**config.mk**
```make
export PLATFORM = sky130hd
export DESIGN_NAME = arb_mux_nbit_flat
export DESIGN_NICKNAME = d
export VERILOG_FILES = /design/src/rtl/arb_mux_nbit_if.sv /design/src/rtl/arb_mux_nbit.sv /design/src/flat_wrapper.sv
export SDC_FILE = /design/constraint.sdc
export NUM_CORES = 1
export LEC_CHECK = 0
export ABC_AREA = 1
export BUFFER_PORTS_ARGS = -buffer_cell sky130_fd_sc_hd__buf_2
export CAP_MARGIN = 25
export CORE_AREA = 5 5 127 129
export DETAILED_ROUTE_END_ITERATION = 6
export DIE_AREA = 0 0 132 134
export PLACE_DENSITY = 0.73
export SETUP_SLACK_MARGIN = 0.3
export SYNTH_ARGS = -nofsm -noshare
export SYNTH_HDL_FRONTEND = slang
export SYNTH_SLANG_ARGS = --single-unit
```
**constraint.sdc**
```tcl
create_clock -name clk -period 4.35 [get_ports clk]
set_input_delay 0.2175 -clock clk [delete_from_list [all_inputs] [get_ports clk]]
set_output_delay 0.2175 -clock clk [all_outputs]
set_load 0.02 [all_outputs]
```
**src/rtl/arb_mux_nbit_if.sv**
```systemverilog
// rtl/arb_mux_nbit_if.sv - channel-side and consumer-side handshake bundle for arb_mux_nbit
interface arb_mux_nbit_if #(
  parameter int N  = 64,
  parameter int M  = 4,
  parameter int SW = 2
);
  logic [M-1:0]   in_valid;
  logic [M*N-1:0] in_data;
  logic [M-1:0]   in_last;
  logic [M-1:0]   in_ready;
  logic           out_valid;
  logic [N-1:0]   out_data;
  logic [SW-1:0]  out_sel;
  logic           out_last;
  logic           out_ready;

  modport master (
    output in_valid, in_data, in_last, out_ready,
    input  in_ready, out_valid, out_data, out_sel, out_last
  );

  modport slave (
    input  in_valid, in_data, in_last, out_ready,
    output in_ready, out_valid, out_data, out_sel, out_last
  );
endinterface

```
**src/rtl/arb_mux_nbit.sv**
```systemverilog
// rtl/arb_mux_nbit.sv - registered M-channel arbitrated mux with packet lock
module arb_mux_nbit #(
  parameter int N    = 64,
  parameter int M    = 4,
  parameter int SW   = 2,
  parameter int MODE = 1
) (
  input  logic          clk,
  input  logic          reset,
  arb_mux_nbit_if.slave bus
);

  typedef enum logic {
    ST_OPEN,
    ST_LOCKED
  } lock_state_e;

  lock_state_e   state_q, state_d;
  logic [SW-1:0] lock_ch_q, lock_ch_d;
  logic [SW-1:0] ptr_q, ptr_d;
  logic          out_valid_q, out_valid_d;
  logic [N-1:0]  out_data_q, out_data_d;
  logic [SW-1:0] out_sel_q, out_sel_d;
  logic          out_last_q, out_last_d;

  logic          load_en;
  logic          xfer;
  logic          gnt_any;
  logic          gnt_last;
  logic [SW-1:0] gnt_idx;
  logic [M-1:0]  grant;
  logic [M-1:0]  rr_mask;
  logic [M-1:0]  req_hi;
  logic [N-1:0]  gnt_data;

  // Round-robin: prefer requesters at or above ptr, else wrap to the lowest index.
  always_comb begin
    gnt_any = 1'b0;
    gnt_idx = '0;
    rr_mask = '0;
    for (int i = 0; i < M; i++) begin
      rr_mask[i] = (SW'(i) >= ptr_q);
    end
    req_hi = bus.in_valid & rr_mask;
    if (state_q == ST_LOCKED) begin
      gnt_any = bus.in_valid[lock_ch_q];
      gnt_idx = lock_ch_q;
    end else if (MODE == 1 && |req_hi) begin
      gnt_any = 1'b1;
      for (int i = M - 1; i >= 0; i--) begin
        if (req_hi[i]) gnt_idx = SW'(i);
      end
    end else begin
      gnt_any = |bus.in_valid;
      for (int i = M - 1; i >= 0; i--) begin
        if (bus.in_valid[i]) gnt_idx = SW'(i);
      end
    end
  end

  always_comb begin
    grant    = '0;
    gnt_data = '0;
    gnt_last = 1'b0;
    for (int i = 0; i < M; i++) begin
      if (gnt_any && gnt_idx == SW'(i)) begin
        grant[i] = 1'b1;
        gnt_data = bus.in_data[i*N +: N];
        gnt_last = bus.in_last[i];
      end
    end
  end

  assign load_en      = !out_valid_q | bus.out_ready;
  assign xfer         = gnt_any & load_en & !reset;
  assign bus.in_ready = grant & {M{load_en & !reset}};

  always_comb begin
    state_d     = state_q;
    lock_ch_d   = lock_ch_q;
    ptr_d       = ptr_q;
    out_valid_d = out_valid_q;
    out_data_d  = out_data_q;
    out_sel_d   = out_sel_q;
    out_last_d  = out_last_q;
    if (xfer) begin
      out_valid_d = 1'b1;
      out_data_d  = gnt_data;
      out_sel_d   = gnt_idx;
      out_last_d  = gnt_last;
      if (gnt_last) begin
        state_d = ST_OPEN;
        ptr_d   = (gnt_idx == SW'(M - 1)) ? '0 : gnt_idx + 1'b1;
      end else begin
        state_d   = ST_LOCKED;
        lock_ch_d = gnt_idx;
      end
    end else if (out_valid_q && bus.out_ready) begin
      out_valid_d = 1'b0;
    end
  end

  always_ff @(posedge clk) begin
    if (reset) begin
      state_q     <= ST_OPEN;
      lock_ch_q   <= '0;
      ptr_q       <= '0;
      out_valid_q <= 1'b0;
      out_data_q  <= '0;
      out_sel_q   <= '0;
      out_last_q  <= 1'b0;
    end else begin
      state_q     <= state_d;
      lock_ch_q   <= lock_ch_d;
      ptr_q       <= ptr_d;
      out_valid_q <= out_valid_d;
      out_data_q  <= out_data_d;
      out_sel_q   <= out_sel_d;
      out_last_q  <= out_last_d;
    end
  end

  assign bus.out_valid = out_valid_q;
  assign bus.out_data  = out_data_q;
  assign bus.out_sel   = out_sel_q;
  assign bus.out_last  = out_last_q;

endmodule
```
**src/flat_wrapper.sv**
```systemverilog
// flat-port wrapper written by rule: the top's interface ports become plain ports
module arb_mux_nbit_flat 
#(
  parameter int N    = 64,
  parameter int M    = 4,
  parameter int SW   = 2,
  parameter int MODE = 1
)
  (clk, reset, bus_in_valid, bus_in_data, bus_in_last, bus_out_ready, bus_in_ready, bus_out_valid, bus_out_data, bus_out_sel, bus_out_last);
  arb_mux_nbit_if #(.N(N), .M(M), .SW(SW)) bus_i ();
  input  logic clk;
  input  logic reset;
  input wire logic [$bits(bus_i.in_valid)-1:0] bus_in_valid;
  input wire logic [$bits(bus_i.in_data)-1:0] bus_in_data;
  input wire logic [$bits(bus_i.in_last)-1:0] bus_in_last;
  input wire logic [$bits(bus_i.out_ready)-1:0] bus_out_ready;
  output wire logic [$bits(bus_i.in_ready)-1:0] bus_in_ready;
  output wire logic [$bits(bus_i.out_valid)-1:0] bus_out_valid;
  output wire logic [$bits(bus_i.out_data)-1:0] bus_out_data;
  output wire logic [$bits(bus_i.out_sel)-1:0] bus_out_sel;
  output wire logic [$bits(bus_i.out_last)-1:0] bus_out_last;
  assign bus_i.in_valid = bus_in_valid;
  assign bus_i.in_data = bus_in_data;
  assign bus_i.in_last = bus_in_last;
  assign bus_i.out_ready = bus_out_ready;
  assign bus_in_ready = bus_i.in_ready;
  assign bus_out_valid = bus_i.out_valid;
  assign bus_out_data = bus_i.out_data;
  assign bus_out_sel = bus_i.out_sel;
  assign bus_out_last = bus_i.out_last;
  arb_mux_nbit #(.N(N), .M(M), .SW(SW), .MODE(MODE)) u_core (.clk(clk), .reset(reset), .bus(bus_i));
endmodule
```
Word level (Yosys, flattened, before mapping)
Index checks and enable logic that the tools add are counted.

Add/sub/neg operators: 1. Order comparisons: 5. Equality and inequality tests: 3. Multiplexer cells: 30. Bitwise logic cells: 7. Reductions and logical operators: 13.

Operators with widths (number): $mux 64 (4); $mux 2 (11); $mux 1 (14); $and 4x4->4 (2); $reduce_or 4->1 (2); $logic_and 1x1->1 (5); $eq 2x2->1 const B (2); $ge 1x2->1 const A (2); $ge 2x2->1 const A (2); $reduce_and 2->1 (2); $and 1x1->1 (3); $lt 2x3->1 const B (1); $add 2x1->2 const B (1); $bmux 1 s2 (1); $eq 2x1->1 const B (1); $logic_not 1->1 (2); $logic_not 2->1 (1); $reduce_bool 2->1 (1); $not 1->1 (1); $or 1x1->1 (1).

Register bits: 73. Input bits: 267. Output and inout port bits: 72.

Depth between registers and ports, before layout
Depth after elaboration: 16. Gate-level depth with buffers: 18.

Least setup slack after synthesis
No wires, ideal clock.

Path kind: register to register. Start: reg u_core.ptr_q[1]. End: reg u_core.out_data_q[63], in the netlist u_core.bus.out_data[63]. Setup time: 59 ps. Data arrival time: 2313 ps. Data required time: 4291 ps. Setup slack: 1978 ps. Stages on the path, launching flop included: 17. Path buffers: 2. Cells stage by stage: dfxtp_1 -> a21oi_1 -> o21ai_0 -> and3_1 -> nand2_1 -> o21a_1 -> inv_1 -> ha_1 -> inv_1 -> clkbuf_1 -> clkbuf_1 -> nand3_1 -> nand3_1 -> nand3_1 -> nand2_1 -> nand2_1 -> nand2_1.

Word-level cells in the longest chain between the ends: 14. Elaborated cells on any way between the ends: 28.

RTL lines: start, declared (line arb_mux_nbit.sv:20) `logic [SW-1:0] ptr_q, ptr_d;`; start signal, assigned (line arb_mux_nbit.sv:115) `ptr_q <= ptr_d;`; $ge 2x2->1 (line arb_mux_nbit.sv:42) `rr_mask[i] = (SW'(i) >= ptr_q);`; $and 4x4->4 (*) (line arb_mux_nbit.sv:44) `req_hi = bus.in_valid & rr_mask;`; $mux 2 (4 in series) (line arb_mux_nbit.sv:51) `if (req_hi[i]) gnt_idx = SW'(i);`; $mux 2 (*) (line arb_mux_nbit.sv:48) `end else if (MODE == 1 && |req_hi) begin`; $mux 2 (*) (line arb_mux_nbit.sv:45) `if (state_q == ST_LOCKED) begin`; net u_core.gnt_idx[0] (line arb_mux_nbit.sv:30) `logic [SW-1:0] gnt_idx;`; $logic_not 2->1 (line arb_mux_nbit.sv:66) `if (gnt_any && gnt_idx == SW'(i)) begin`; $logic_and 1x1->1 (line arb_mux_nbit.sv:66); $mux 64 (3 in series) (line arb_mux_nbit.sv:66); $mux 64 (*) (line arb_mux_nbit.sv:66); end signal, assigned (line arb_mux_nbit.sv:117) `out_data_q <= out_data_d;`; end, declared (line arb_mux_nbit.sv:22) `logic [N-1:0] out_data_q, out_data_d;`.

Mark *: on every way through the listed nets, which the timed path passes. The rest lies on a longest branch. A chain may end at the register's enable or synchronous reset.

Worst setup path in the final report
Start: reg u_core.ptr_q[1]. End: out bus_in_ready[2].

Word-level cells in the longest chain between the ends: 12. Elaborated cells on any way between the ends: 18.

RTL lines: $ge 2x2->1 (line arb_mux_nbit.sv:42); $and 4x4->4 (*) (line arb_mux_nbit.sv:44); $mux 2 (4 in series) (line arb_mux_nbit.sv:51); $mux 2 (line arb_mux_nbit.sv:48); $mux 2 (line arb_mux_nbit.sv:45); $eq 2x2->1 (line arb_mux_nbit.sv:66); $logic_and 1x1->1 (*) (line arb_mux_nbit.sv:66); $mux 1 (*) (line arb_mux_nbit.sv:66); $and 4x4->4 (*) (line arb_mux_nbit.sv:76) `assign bus.in_ready = grant & {M{load_en & !reset}};`; end, declared (line flat_wrapper.sv:17) `output wire logic [$bits(bus_i.in_ready)-1:0] bus_in_ready;`.

Mark *: on every way between the ends. The rest lies on a longest branch, timed or not.

==> impl_metrics.py <==
metrics = {
    "outcome": {
        "status": "finished clean",
    },
    "yosys": {
        "yosysTopAreaCellShare_pct": 28.3,
        "synth_top_cells_by_area": "dfxtp_1, nand2_1, nand3_1",
        "synthFlopType": "dfxtp_1",
        "synth_edf_count": 0,
        "synth_seq_cells": 73,
        "yosysWarnings": 0,
        "synth-async-reset-ratio_pct": 0,
        "syn_area_per_cell_um2": 5.91,
        "ys_types": 28,
        "synth_fp_nets": 1145,
        "netlist_instances": 874,
        "synth_top_area_cell": "dfxtp_1",
        "seq_area_frac_synth_pct": 28.3,
        "syn_area_um2": 5170,
        "netlist_top_cells_count": "nand2_1, nand3_1, nor2_1",
        "yosysMostFrequentCell": "nand2_1",
    },
    "placed_design": {
        "dp.cells": 1338,
        "globalplace.congestion": 0.847,
        "portBuffers": 338,
        "dpl-instance-area_um2": 6780,
        "dp_hpwl_um": 14700,
    },
    "detailed_routing": {
        "viasPerCell": 4.95,
        "wl_um": 20100,
        "drtIter0Drc": 401,
        "wire_per_inst_um": 14.9,
        "first_pass_iters": 6,
        "post-route-drc-count": 0,
        "num_vias": 6704,
        "ant_nets": 0,
    },
    "power_and_ir_drop": {
        "p_leak_nw": 4.19,
        "vdd_drop_max_mv": 0.477,
        "p_total_mw": 5.32,
        "power_density_nw_per_um2": 750,
    },
    "global_route": {
        "grt_pass1_wl_um": 31200,
        "track_usage_pct": 21.5,
        "grt_start_max_net_pins": 91,
        "grt_overflow": 0,
        "grt_pass1_vias": 6176,
        "antenna_found_initial": 2,
    },
    "final_layout": {
        "stdcell_area_um2": 7090,
        "syn2layout_area_growth_pct": 37.3,
        "drive_above_1_share_pct": 32.4,
        "nNetsFinal": 1432,
        "finalNonFillerCells": 1355,
        "fillers": 1582,
    },
    "hold_path": {
        "min_from": "bus_in_data[228]",
        "hold_depth": 5,
        "hold_path_class": "in2reg",
        "worstHoldEndpoint": "u_core.bus.out_data[36]",
    },
    "floorplanning": {
        "die_w_um": 132,
        "die_area_um2": 17700,
        "start_util_pct": 34.6,
        "num_rows": 45,
        "io_pins": 339,
        "core_region_area_um2": 14900,
        "die_h_um": 134,
    },
    "cts": {
        "cts_tree": "done",
        "post_cts_buffers": 0,
        "clock_path_buffers": 2,
        "cts_resized": 0,
        "clock-sinks": 73,
        "tritoncts.num_buffers": 9,
        "htreeDepth": 3,
        "clk_latency_ps": 330,
        "holdBufCountCts": 0,
        "clk_pin_slew_ps": 60,
        "cts_root_buf": "clkbuf_16",
    },
    "flow_run": {
        "cap_violations": 0,
    },
    "setup_path": {
        "cp.required_ps": 4130,
        "critPathMaxFanout": 90,
        "start_kind": "flip-flop",
        "slowest_stage": "nand3_4",
        "worstPathArrival_ps": 2890,
        "crit_path_end_kind": "primary output",
        "worstRegToRegCells": 12,
        "path_class": "reg2out",
        "r2r-start": "u_core.ptr_q[1]",
        "timing.rr.end": "u_core.bus.out_data[43]",
        "critPathMaxStageDelay_ps": 690,
        "rrSetupSlack_ps": 1290,
        "worstPathCellList": "a21oi_1 -> o21ai_0 -> and3_1 -> nand2_1 -> o21a_1 -> ha_1 -> nand3_4 -> nor3_1 -> buf_2",
    },
    "sta": {
        "layout_worst_path_cycle_share_pct": 71.5,
        "setup_viol": 0,
        "skew_ps": 6.90,
        "period_needed_ps": 3110,
        "worst_slew_pin_slew_ps": 940,
        "drv_slew": 0,
        "rsz0062_at_grt": "no",
        "max_freq_mhz": 321,
        "hold_viol": 0,
        "slew_headroom_pct": 37.3,
        "tns_ps": 0,
    },
}
## critical path: cells and delay by family (launching register included)
family,cells,cell delay [ps]
AO/OA/AOI/OAI,3,490
buffers and inverters,1,230
AND/OR/NAND/NOR,4,1240
adder cells (fa/ha/maj),1,250
flip-flops,1,340
## per-stage QoR
step,hold slack (ps),setup slack [ps],utilization [%]
final,171,1240,47.5
after detailed placement,458,1340,45.5
after CTS,158,1260,47.5
after global routing,184,864,47.5
after floorplan,287,1980,-
after global placement,456,1370,45.5
## cell families after synthesis
| group | count (synthesis) | share of synthesized area, % |
|---|---|---|
| AOI/OAI and AO/OA | 65 | 6.44 |
| adders and majority gates | 4 | 0.969 |
| buffers and inverters | 87 | 8.82 |
| DFF | 73 | 28.3 |
| and+or+nand+nor | 645 | 55.5 |
## sequential cells by signal, summed over array words and instances, names as in the netlist
name / flops
u_core.state_q: 1
u_core.bus.out_last: 1
u_core.bus.out_sel: 2
u_core.bus.out_valid: 1
u_core.ptr_q: 2
u_core.lock_ch_q: 2
u_core.bus.out_data: 64
## power by group
part           total (mW)  internal (mW)  switching [mW]
combinational        3.36           1.09            2.27
clock               0.767          0.491           0.276
sequential           1.20           1.01           0.183
## layout make-up
type	instances	area [um2]	share of cell area [%]
flip-flops and latches	73	1460	20.6
well taps	188	235	3.32
clock inverters	2	35.0	0.494
diodes	1	2.50	0.0353
multi-input cells	714	3260	46.0
inverters	20	80.1	1.13
clock buffers	14	274	3.86
repair buffers	343	1740	24.6
## placed cells by master (no fill, tap or decap)
master	Yosys	layout
nand3_2	3	1
clkbuf_8	0	3
nand3_1	215	215
inv_1	16	15
nand3_4	1	3
o21ai_1	35	35
buf_4	9	4
nand2_4	1	1
inv_2	2	3
or2_0	10	10
buf_2	30	338
diode_2	0	1
nand4_1	3	3
o211ai_1	2	2
buf_12	0	1
nand2_8	1	1
nor2_1	106	106
clkinv_2	0	1
and3_1	1	1
a21oi_1	7	7
nor3_1	2	2
o21ai_0	20	20
clkbuf_16	0	9
dfxtp_1	73	73
or2_1	1	1
nand2_1	291	291
inv_4	2	2
ha_1	4	4
bufinv_16	0	1
clkbuf_1	21	2
o21a_1	1	1
nor2_8	4	4
or2_2	6	6
## layer usage
metal  global-route usage, %  share of wire, %
met1                    25.0                39
met2                    37.5                49
met3                    6.41               9.7
met4                    7.37               2.7
met5                       0             0.055
## how the worst max path moves through the flow
stage	from	end	slack [ps]	cells past startpoint
6_report	u_core.ptr_q[1]	bus_in_ready[2]	1240	9
4_1_cts	u_core.ptr_q[1]	bus_in_ready[2]	1260	9
2_1_floorplan	u_core.ptr_q[1]	u_core.bus.out_data[63]	1980	16
3_5_place_dp	bus_in_valid[2]	u_core.bus.out_data[43]	1340	14
5_1_grt	u_core.ptr_q[1]	bus_in_ready[2]	860	11
3_3_place_gp	bus_in_valid[2]	u_core.bus.out_data[43]	1370	14
Note: power is estimated with default switching activity, not from simulation.
